[config.mk]
export PLATFORM = sky130hd
export DESIGN_NAME = uart_tx_arbiter
export DESIGN_NICKNAME = d
export VERILOG_FILES = /design/src/rtl/uart_tx_arbiter.sv
export SDC_FILE = /design/constraint.sdc
export NUM_CORES = 1
export LEC_CHECK = 0
export ABC_AREA = 1
export CAP_MARGIN = 20
export CORE_UTILIZATION = 40
export CTS_CLUSTER_DIAMETER = 200
export DETAILED_ROUTE_END_ITERATION = 16
export DONT_BUFFER_PORTS = 1
export GPL_TIMING_DRIVEN = 1
export PLACE_DENSITY = 0.61
export SYNTH_ARGS = -nofsm -noshare
export SYNTH_HDL_FRONTEND = slang
export SYNTH_SLANG_ARGS = --single-unit
[constraint.sdc]
create_clock -name clk -period 1.6 [get_ports clk]
set_input_delay 0.32 -clock clk [delete_from_list [all_inputs] [get_ports clk]]
set_output_delay 0.32 -clock clk [all_outputs]
set_load 0.01 [all_outputs]
[src/rtl/uart_tx_arbiter.sv]
// uart_tx_arbiter: round-robin sharing of one uart_core transmitter among NUM_REQ byte requesters.
// Latency: valid seen in IDLE at cycle t -> req_ready_o at t+1 -> next2tx_o at t+2; one byte in flight.
// Backpressure: req_ready_o pulses only in ISSUE; requesters hold valid until accepted. Define
// UART_TX_ARB_LOCK_EN to hold the grant for a whole packet (released by a byte with req_last_i set).
module uart_tx_arbiter #(
    parameter int NUM_REQ   = 4,
    parameter int BUSY_WAIT = 4
) (
    input  logic                   clk,
    input  logic                   rst,
    input  logic [NUM_REQ-1:0]     req_valid_i,
    input  logic [NUM_REQ*8-1:0]   req_data_i,
    input  logic [NUM_REQ-1:0]     req_last_i,
    output logic [NUM_REQ-1:0]     req_ready_o,
    output logic [7:0]             data2tx_o,
    output logic                   next2tx_o,
    input  logic                   tx_busy_i,
    output logic [NUM_REQ-1:0]     grant_o,
    output logic                   active_o
);

    localparam int IW = (NUM_REQ > 1) ? $clog2(NUM_REQ) : 1;

`ifdef UART_TX_ARB_LOCK_EN
    typedef enum logic [2:0] {
        S_IDLE,
        S_ISSUE,
        S_WAIT_BUSY,
        S_WAIT_DONE,
        S_LOCKED
    } state_t;
`else
    typedef enum logic [1:0] {
        S_IDLE,
        S_ISSUE,
        S_WAIT_BUSY,
        S_WAIT_DONE
    } state_t;
`endif

    state_t               state_q, state_d;
    logic [NUM_REQ-1:0]   grant_q, grant_d;
    logic [IW-1:0]        gidx_q, gidx_d;
    logic [IW-1:0]        ptr_q, ptr_d;
    logic [7:0]           data_q, data_d;
    logic                 next_q, next_d;
    logic [3:0]           cnt_q, cnt_d;
    logic                 found;
    logic [IW-1:0]        pick;
    logic [IW-1:0]        cand_idx;
    int                   cand;

`ifdef UART_TX_ARB_LOCK_EN
    logic                 last_q, last_d;
`else
    // Packet boundaries only matter when the grant is locked per packet.
    logic                 unused_last;
    assign unused_last = ^req_last_i;
`endif

    // Round-robin search: first valid requester above the last-grant pointer, wrapping.
    always_comb begin
        found    = 1'b0;
        pick     = '0;
        cand     = 0;
        cand_idx = '0;
        for (int k = 1; k <= NUM_REQ; k++) begin
            cand     = (int'(ptr_q) + k) % NUM_REQ;
            cand_idx = IW'(cand);
            if (!found && req_valid_i[cand_idx]) begin
                found = 1'b1;
                pick  = cand_idx;
            end
        end
    end

    // State register and datapath flops; synchronous reset aborts whatever is in progress.
    always_ff @(posedge clk) begin
        if (rst) begin
            state_q <= S_IDLE;
            grant_q <= '0;
            gidx_q  <= '0;
            ptr_q   <= IW'(NUM_REQ - 1);
            data_q  <= '0;
            next_q  <= 1'b0;
            cnt_q   <= '0;
`ifdef UART_TX_ARB_LOCK_EN
            last_q  <= 1'b0;
`endif
        end else begin
            state_q <= state_d;
            grant_q <= grant_d;
            gidx_q  <= gidx_d;
            ptr_q   <= ptr_d;
            data_q  <= data_d;
            next_q  <= next_d;
            cnt_q   <= cnt_d;
`ifdef UART_TX_ARB_LOCK_EN
            last_q  <= last_d;
`endif
        end
    end

    // Next-state and datapath updates; next2tx is a one-cycle pulse so it defaults low.
    always_comb begin
        state_d = state_q;
        grant_d = grant_q;
        gidx_d  = gidx_q;
        ptr_d   = ptr_q;
        data_d  = data_q;
        next_d  = 1'b0;
        cnt_d   = cnt_q;
`ifdef UART_TX_ARB_LOCK_EN
        last_d  = last_q;
`endif
        case (state_q)
            S_IDLE: begin
                if (found) begin
                    gidx_d  = pick;
                    grant_d = {{(NUM_REQ-1){1'b0}}, 1'b1} << pick;
                    state_d = S_ISSUE;
                end
            end
            S_ISSUE: begin
                if (req_valid_i[gidx_q]) begin
                    data_d  = req_data_i[{gidx_q, 3'b000} +: 8];
                    next_d  = 1'b1;
                    cnt_d   = '0;
`ifdef UART_TX_ARB_LOCK_EN
                    last_d  = req_last_i[gidx_q];
`endif
                    state_d = S_WAIT_BUSY;
                end else begin
                    // Requester dropped valid: abandon the grant without moving the pointer.
                    grant_d = '0;
                    state_d = S_IDLE;
                end
            end
            S_WAIT_BUSY: begin
                cnt_d = cnt_q + 4'd1;
                // The timeout keeps a transmitter that never reports busy from hanging us.
                if (tx_busy_i || (cnt_d == 4'(BUSY_WAIT))) begin
                    state_d = S_WAIT_DONE;
                end
            end
            S_WAIT_DONE: begin
                if (!tx_busy_i) begin
`ifdef UART_TX_ARB_LOCK_EN
                    if (!last_q) begin
                        state_d = S_LOCKED;
                    end else begin
                        ptr_d   = gidx_q;
                        grant_d = '0;
                        state_d = S_IDLE;
                    end
`else
                    ptr_d   = gidx_q;
                    grant_d = '0;
                    state_d = S_IDLE;
`endif
                end
            end
`ifdef UART_TX_ARB_LOCK_EN
            S_LOCKED: begin
                if (req_valid_i[gidx_q]) begin
                    state_d = S_ISSUE;
                end
            end
`endif
            default: begin
                state_d = S_IDLE;
                grant_d = '0;
            end
        endcase
    end

    // Outputs: ready strobe only for the owner during ISSUE; the rest come straight from flops.
    always_comb begin
        req_ready_o = '0;
        if (state_q == S_ISSUE) begin
            req_ready_o[gidx_q] = 1'b1;
        end
    end

    assign data2tx_o = data_q;
    assign next2tx_o = next_q;
    assign grant_o   = grant_q;
    assign active_o  = (state_q != S_IDLE);

endmodule

# --- Word level (Yosys, flattened, before mapping) ---
# Cells that the tools add are included.
word_totals:
  reg_bits: 23
  word_cells: 83
op_classes:
  add_sub_neg: 5
  magnitude_cmp: 6
  n_eq_ne: 9
  shifts: 2
  mux: 33
  bitwise_logic: 2
  n_reduce_logical: 19
ops:
  columns: ["cell", "count"]
  rows:
  - ["32-bit by 6-bit variable part select with 8-bit output", 1]
  - ["4-bit two-way mux", 5]
  - ["2-bit two-way mux", 8]
  - ["2-bit by 3-bit < comparator with 1-bit output, second input constant", 5]
  - ["4-bit one-hot mux with 3 select lines", 1]
  - ["1-bit two-way mux", 11]
  - ["1-bit binary-select mux with 2-bit select", 5]
  - ["2-bit != test, second input constant", 5]
  - ["2-bit one-hot mux with 4 select lines", 1]
  - ["4-bit one-hot mux with 2 select lines", 1]
  - ["2-bit AND reduction", 4]
  - ["2-bit by 1-bit adder with 2-bit output, second input constant", 2]
  - ["2-bit adder, second input constant", 2]
  - ["4-bit by 1-bit adder with 4-bit output, second input constant", 1]
  - ["2-bit == test, second input constant", 2]
  - ["4-bit by 3-bit == test with 1-bit output, second input constant", 1]
  - ["1-bit logical AND", 4]
  - ["4-bit AND reduction", 1]
  - ["2-bit nonzero test", 2]
  - ["1-bit by 2-bit << shifter with 4-bit output, first input constant", 1]
  - ["1-bit logical NOT", 3]
  - ["3-bit AND reduction", 1]
  - ["3-bit nonzero test", 1]
  - ["1-bit demux with 2-bit select", 1]
  - ["other kinds (6)", 7]

# --- Depth between registers and ports, before layout ---
# Gate-level depths: netlist of the first run.
logic_depth:
  ltp_word: 16
  mapped_depth: 13

# --- Worst setup path before layout of the first run ---
# Ideal clock, no wire load.
synth_timing:
  path_kind: "reg2reg"
  startpoint: "register ptr_q[0]"
  endpoint: "register grant_q[0] (netlist: grant_o[0])"
  t_arrival_ns: 1.299
  required_time_ns: 1.465
  path_slack_ns: 0.166
  path_stages_with_launch: 13
  synth_period_minus_slack_ns: 1.434
  cell_sequence: "dfxtp_1 -> inv_2 -> buf_6 -> nand2_1 -> nand2_1 -> nand2_2 -> nand2_4 -> nor2_8 -> nand4_1 -> nand2_1 -> inv_2 -> nand3_1 -> a21oi_2"
synth_via:
  elab_chain_len: 16
  elab_cells_between_ends: 31
  classes_between: "add/sub: 4; eq/ne: 1; shift: 1; mux: 18; reduce/logical: 7"
synth_rtl:
  columns: ["item", "line_no", "text"]
  rows:
  - ["start, declared", "44", "logic [IW-1:0] ptr_q, ptr_d;"]
  - ["start signal, assigned", "83", "ptr_q <= IW'(NUM_REQ - 1);"]
  - ["start signal, assigned", "94", "ptr_q <= ptr_d;"]
  - ["2-bit by 1-bit adder with 2-bit output", "68", "cand = (int'(ptr_q) + k) % NUM_REQ;"]
  - ["1-bit binary-select mux with 2-bit select", "70", "if (!found && req_valid_i[cand_idx]) begin"]
  - ["1-bit two-way mux (implied by the code)", "70", null]
  - ["1-bit two-way mux", "70", null]
  - ["1-bit logical NOT", "70", null]
  - ["1-bit logical AND", "70", null]
  - ["1-bit two-way mux", "70", null]
  - ["1-bit logical NOT", "70", null]
  - ["1-bit logical AND", "70", null]
  - ["1-bit two-way mux", "70", null]
  - ["1-bit logical NOT", "70", null]
  - ["1-bit logical AND", "70", null]
  - ["2-bit two-way mux", "70", null]
  - ["1-bit by 2-bit << shifter with 4-bit output", "120", "grant_d = {{(NUM_REQ-1){1'b0}}, 1'b1} << pick;"]
  - ["4-bit two-way mux", "118", "if (found) begin"]
  - ["4-bit one-hot mux with 3 select lines", "116", "case (state_q)"]
  - ["end signal, assigned", "92", "grant_q <= grant_d;"]
  - ["end, declared", "42", "logic [NUM_REQ-1:0] grant_q, grant_d;"]
# Several ways; a longest one is shown, not always the timed one. The select of a mux whose other input is x is not followed.
# A chain may end at the register's enable or synchronous reset.

# --- Worst setup path after layout of the first run ---
# Same ends and word-level chain as after synthesis.

==> summary.txt, run 1 <==
Outcome
  – Outcome: complete, no violations

Clocking
  – Clock tree buffer depth: 2
  – Total CTS buffers: 3
  – Worst skew pair latency: 270 ps
  – Clk root buf: clkbuf_8
  – Clock Pin Slew Worst Setup and Hold Paths: 90 ps
  – Quantity of hold-fixing buffers added after cts: 0
  – Sink Count: 23
  – CTS tree: yes
  – CTS H-tree depth: 1

Route
  – DRC Markers: 0
  – Vias: around 1500
  – DR iter-0 viols: 48
  – Routed Antenna Nets: 0
  – Post-DR vias/cell: roughly 5.3
  – Total routed wirelength: ~3700 um
  – First-pass DRT Iterations: 4
  – WL/cell: between 10 and 15 um

Critical path
  – CP bufs+invs: 2
  – CP cell instances: inv_4, nand2_1, nand2_4, buf_4, nand2_1, o21ai_2, nand3_1, nand3_2, nor2_4, nand3_2, a21oi_2
  – Worst path required time: 1810 ps
  – Critical Path AT: 1780 ps
  – Kind of cell adding the most delay to the critical path: simple AND/OR/NAND/NOR gates
  – Critical Path Source Type: register
  – Nature of the critical path endpoint: register
  – Slowest CP cell: dfxtp_4
  – Max incr delay on CP: around 380 ps
  – Crit path max fanout: 10
  – WS Path Type: reg -> reg

Cells and area
  – Register area: 470 um^2
  – Area of the multi-input gates: 0.00104 mm^2
  – Share of layout cells above drive strength 1: 32.9%
  – Antenna Cells: 0
  – Fill count: 340
  – Final Instance Area: 0.00183 mm^2
  – Final #Nets: 280
  – Area grow syn2layout: 24.0%

Floorplanning
  – Core area: ~0.0034 mm^2
  – IO Pins: 61
  – Initial Util: a little over two fifths
  – Cell Rows: 21
  – Die footprint: 0.00394 mm^2
  – Chip Width: approximately 63 um
  – DIE HEIGHT: 62.8 um

Logic synthesis
  – Synth area leader: dfxtp_1
  – Synthesized Nets: 268
  – Synth top area share: between 30 and 40%
  – Warnings, synthesis: 0
  – Post-Syn Area: 0.00148 mm^2
  – Post-synth ARST share: 0%
  – Post-synth EDFFs: 0
  – Netlist cell types: 33
  – Avg Cell Area, Syn: 6.62 um^2
  – Sequential area share after synthesis: around 31%
  – Dominant synthesized flop cell: dfxtp_1
  – Post-Syn Instances: 223
  – Commonest cells post-synth: nand2_1 (62), a21oi_1 (23), dfxtp_1 (23)
  – Yosys reg bits: 23
  – Largest cells by area after synthesis: dfxtp_1 (31%), nand2_1 (16%), a21oi_1 (7.8%)
  – Most common cell in the synthesized netlist: nand2_1

Timing
  – Final hold violation count: 0
  – Final Max Tran Viols: 0
  – Achievable Freq: 0.634 GHz
  – Clock skew after layout: 11.5 ps
  – Normalized max-slew margin: 71.1%
  – Period utilization: between 90% and 100%
  – RSZ-0062 raised after global routing: yes
  – Slew @ Worst Pin: 429 ps
  – Worst setup margin: 23.3 ps
  – Minimum clock period: about 1600 ps
  – Final setup vio count: 0

Placed design
  – Final GP Congestion: 0.830
  – Estimated wirelength of the detail-placed design: 2710 um
  – PortBufs: 0
  – Place WS: 28.8 ps
  – Placed cell areas: 0.00158 mm^2

Power and ir drop
  – Total power: 0.00168 W
  – Power per cell area: between 900 and 1000 mW/mm^2
  – Worst vdd ir: 0.000464 V
  – Leakage: 0.791 nW

Global routing
  – Vias in the first global route: 1365
  – Global-route wire length before repair: 5910 um
  – Largest net degree at the start of global routing: 17
  – Gr ovfl total: 0
  – Initial antenna violation count: 0
  – GRT Total Usage: 18.9%

Min path
  – Hold Crit Class: in -> reg

Job
  – # Max-Cap Violations: 0
## sequential cells by signal, summed over array words and instances (netlist names), named ones only
signal / flops
grant_o: 4
state_q: 1
data2tx_o: 8
gidx_q: 2
next2tx_o: 1
ptr_q: 2
cnt_q: 4
## where the power goes
part / internal, W / leakage [nW] / switching (W) / total, W
registers: 0.000637 / 0.188 / 0.0000796 / 0.000716
logic: 0.000222 / 0.581 / 0.000365 / 0.000587
clock network: 0.000177 / 0.0217 / 0.000200 / 0.000377
total: 0.00103 / 0.791 / 0.000645 / 0.00168
## through the flow
| step | util [%] | TNS (ps) | cells | hold slack (ps) |
|---|---|---|---|---|
| floorplan | - | 0 | 223 | 451 |
| global placement | 46.0 | 0 | 274 | 385 |
| detailed placement | 46.0 | 0 | 274 | 385 |
| CTS | 47.5 | 0 | 278 | 101 |
| global route | 53.2 | -390 | 280 | 93.6 |
| finish | 53.2 | 0 | 280 | 106 |
## path summary, 6_finish.rpt
check                              start          to  slack (ps)  cells past startpoint
worst max-delay path            ptr_q[0]  grant_o[0]          20                     11
worst min-delay path                 rst  grant_o[0]         110                      1
worst max register to register  ptr_q[0]  grant_o[0]          20                     11
worst min register to register  cnt_q[3]    cnt_q[3]         470                      2
## kinds of logic (layout without fill, tap and decap cells)
logic type                 after synthesis  after routing  synth area share [%]
and+or+nand+nor                        111            111                  34.2
buffers and inverters                   30             41                  8.64
DFF                                     23             23                  31.2
AOI/OAI and AO/OA                       55             55                  23.1
xor gates and xnor gates                 2              2                  1.19
adders and majority gates                2              2                  1.69
## layer usage
| layer | up-vias | wire length, um | global-route usage [%] |
|---|---|---|---|
| met5 | - | 0 | 0 |
| met4 | 0 | 57 | 5.81 |
| met3 | 7 | 189 | 5.11 |
| met2 | 43 | 1780 | 32.6 |
| met1 | 664 | 1680 | 22.6 |
| li1 | 780 | - | - |
## layout make-up
| cell class | count | area share [%] |
|---|---|---|
| multi-input combinational | 170 | 57.1 |
| sequential | 23 | 25.7 |
| timing repair buffer | 14 | 6.15 |
| inverter | 23 | 5.26 |
| tap | 46 | 3.14 |
| clock buffer | 3 | 2.26 |
| clock inverter | 1 | 0.410 |
## placed cells by master (no fill, tap or decap), types with 2 or more instances in the layout
master	count
nand2_1	47
a21oi_1	23
dfxtp_1	19
buf_4	13
inv_1	11
nand3_1	11
nand2_2	11
nor2_1	10
nand2_4	10
o21ai_0	9
a221oi_1	8
inv_2	7
nor2_2	5
nand3_2	5
inv_4	4
nand4_1	4
a21oi_2	4
clkbuf_8	3
o21ai_1	2
o211ai_1	2
xnor2_1	2
or2_2	2
ha_1	2
dfxtp_2	2
dfxtp_4	2
## repair_timing
item,CTS,global route
buffers inserted,0,2
pin swaps,0,23
setup endpoints to repair,1,18
gates resized for setup,1,57
endpoints found under the hold margin,0,0
Note: power is estimated with default switching activity, not from simulation.
==> run 2: changes to the inputs <==
--- a/config.mk
+++ b/config.mk
@@ -11,6 +11,7 @@
 export CTS_CLUSTER_DIAMETER = 200
 export DETAILED_ROUTE_END_ITERATION = 16
 export DONT_BUFFER_PORTS = 1
+export GPL_ROUTABILITY_DRIVEN = 0
 export GPL_TIMING_DRIVEN = 1
 export PLACE_DENSITY = 0.61
 export SYNTH_ARGS = -nofsm -noshare
==> results of run 2 <==
Same layout as run 1: the final DEF is identical, and so are final timing and power.
==> run 3: changes to the inputs <==
--- a/config.mk
+++ b/config.mk
@@ -7,13 +7,16 @@
 export LEC_CHECK = 0
 export ABC_AREA = 1
 export CAP_MARGIN = 20
-export CORE_UTILIZATION = 40
+export CELL_PAD_IN_SITES_DETAIL_PLACEMENT = 2
+export CELL_PAD_IN_SITES_GLOBAL_PLACEMENT = 2
+export CORE_UTILIZATION = 31
 export CTS_CLUSTER_DIAMETER = 200
 export DETAILED_ROUTE_END_ITERATION = 16
 export DONT_BUFFER_PORTS = 1
 export GPL_ROUTABILITY_DRIVEN = 0
 export GPL_TIMING_DRIVEN = 1
-export PLACE_DENSITY = 0.61
+export PLACE_DENSITY = 0.84
+export REMOVE_ABC_BUFFERS = 1
 export SYNTH_ARGS = -nofsm -noshare
 export SYNTH_HDL_FRONTEND = slang
 export SYNTH_SLANG_ARGS = --single-unit
==> summary.txt, run 3 (synthesized netlist as in run 1, its figures left out) <==
Timing
  – Period utilization: 101%
  – Clock skew after layout: 4.16 ps
  – Final hold violation count: 0
  – Final setup vio count: 2
  – RSZ-0062 raised after global routing: yes
  – Slew @ Worst Pin: 503 ps
  – Final Max Tran Viols: 0
  – Minimum clock period: ~1600 ps
  – Achievable Freq: 0.618 GHz
  – Normalized max-slew margin: 66.2%
  – Worst setup margin: -16.9 ps
  – Hold slack: 92.6 ps

Floorplanning
  – Core area: around 0.0045 mm^2
  – Cell Rows: 24
  – Chip Width: 71.0 um
  – IO Pins: 61
  – Die footprint: ~0.005 mm^2
  – DIE HEIGHT: 71.0 um
  – Initial Util: approximately a third

Job
  – # Max-Cap Violations: 0

Critical path
  – Crit path max fanout: 8
  – Nature of the critical path endpoint: register
  – Critical Path AT: 1780 ps
  – Worst path required time: 1770 ps
  – Critical Path Source Type: register
  – WS Path Type: reg -> reg

Power and ir drop
  – Worst vdd ir: 0.000421 V
  – Combinational power share: a little under two fifths
  – Power per cell area: 948 mW/mm^2
  – Psw: between 0.0007 and 0.0008 W
  – Clk pwr share: about 22%
  – Int Pwr: 0.00105 W
  – Switching Fraction: about two fifths
  – Leakage: roughly 0.8 nW
  – Reg power frac: between 40% and 50%

Route
  – First-pass DRT Iterations: 10
  – WL/cell: roughly 19 um
  – Post-DR vias/cell: 5.67
  – DR iter-0 viols: 33
  – Vias: 1633
  – Total routed wirelength: 5440 um
  – Routed Antenna Nets: 0
  – DRC Markers: 2

Cells and area
  – Max FFs per register: 8
  – Core Util, Final: 41.5%
  – Antenna Cells: 0
  – Most frequent cells in the layout: nand2_1 (45), a21oi_1 (22), dfxtp_1 (18)
  – Area grow syn2layout: 25.8%
  – Final #Nets: 282
  – Share of layout cells above drive strength 1: 34.3%
  – Commonest non-fill, non-tap cell in the layout: nand2_1

Clocking
  – Clock Pin Slew Worst Setup and Hold Paths: ~90 ps
  – Clock tree buffer depth: 2
  – CTS H-tree depth: 1
  – Sink Count: 23
  – Worst skew pair latency: 280 ps
  – Clk root buf: clkbuf_8
  – Total CTS buffers: 3
  – CTS tree: yes

Global routing
  – Largest net degree at the start of global routing: 17
  – Gr ovfl total: 0
  – GRT Total Usage: 20.0%
  – Initial antenna violation count: 0
  – Vias in the first global route: 1661
  – Global-route wire length before repair: between 7000 and 8000 um

Outcome
  – Failing checks: DRC, setup timing
  – Outcome: finished, violations left

Placed design
  – PortBufs: 0
  – Estimated wirelength of the detail-placed design: 3720 um

Min path
  – Hold Crit Class: in -> reg
==> run 3: changes by cell type in the layout (fill, tap and decap cells not counted), moves of 2 or more <==
cell,before,now
buf_4,13,15
nand2_1,47,45
nand2_2,11,14
nor2_1,10,12
nor2_2,5,2
==> run 3: what timing repair did <==
| item | 4_1_cts | 5_1_grt |
|---|---|---|
| setup buffers | 0 | 2 |
| setup endpoints to repair | 10 | 12 |
| gates resized for setup | 15 | 45 |
| pin swaps | 6 | 19 |
| endpoints found under the hold margin | 0 | 0 |
| hold buffers | 0 | 0 |
==> run 3: cell type report <==
| type | instances | area [um^2] |
|---|---|---|
| fill | 540 | 2620 |
| multi-input combinational | 170 | 1050 |
| clock inverter | 1 | 7.51 |
| sequential | 23 | 474 |
| timing repair buffer | 16 | 128 |
| inverter | 23 | 96.3 |
| tap | 52 | 65.1 |
| clock buffer | 3 | 41.3 |
==> run 3: path summary, 6_finish.rpt <==
check                           slack [ps]       start  cells after the start    endpoint
worst min register to register         500  grant_o[2]                      2  grant_o[2]
worst max register to register         -20    ptr_q[0]                     10   gidx_q[1]
worst min-delay path                    90         rst                      1  grant_o[3]
worst max-delay path                   -20    ptr_q[0]                     10   gidx_q[1]
==> run 3: metrics by stage <==
step / setup slack (ps) / cell area, um^2 / total power, W / setup TNS, ps / std cells
2_1_floorplan: 27.8 / 1440 / 0.00108 / 0 / 216
3_3_place_gp: 31.0 / 1610 / 0.00125 / 0 / 282
3_5_place_dp: -29.4 / 1610 / 0.00127 / -76.0 / 282
4_1_cts: -22.5 / 1690 / 0.00168 / -22.5 / 286
5_1_grt: -138 / 1860 / 0.00188 / -901 / 288
6_report: -16.9 / 1860 / 0.00176 / -28.8 / 288
==> run 3: power by group through the flow <==
stage	Combinational [W]	Clock, W	Sequential [W]
after CTS	0.000569	0.000398	0.000717
after global placement	0.000527	0	0.000724
after detailed placement	0.000548	0	0.000726
final	0.000650	0.000390	0.000722
after floorplan	0.000361	0	0.000724
after global routing	0.000720	0.000429	0.000731
==> run 3: layer usage <==
layer  wire [um]  track usage (%)
met1        2270             22.6
met2        2870             37.3
met3         256             4.56
met4          42             6.22
met5           0                0
==> run 3: worst max-delay path, cell delays in order (launching register included) <==
cell and delay (ps):
dfxtp_4 390, buf_8 140, nand2_1 90, nand3_1 130
nand2_2 110, nor2_8 130, nand4_1 110, nand2_2 160
inv_4 80, o21ai_2 110, a21oi_1 60
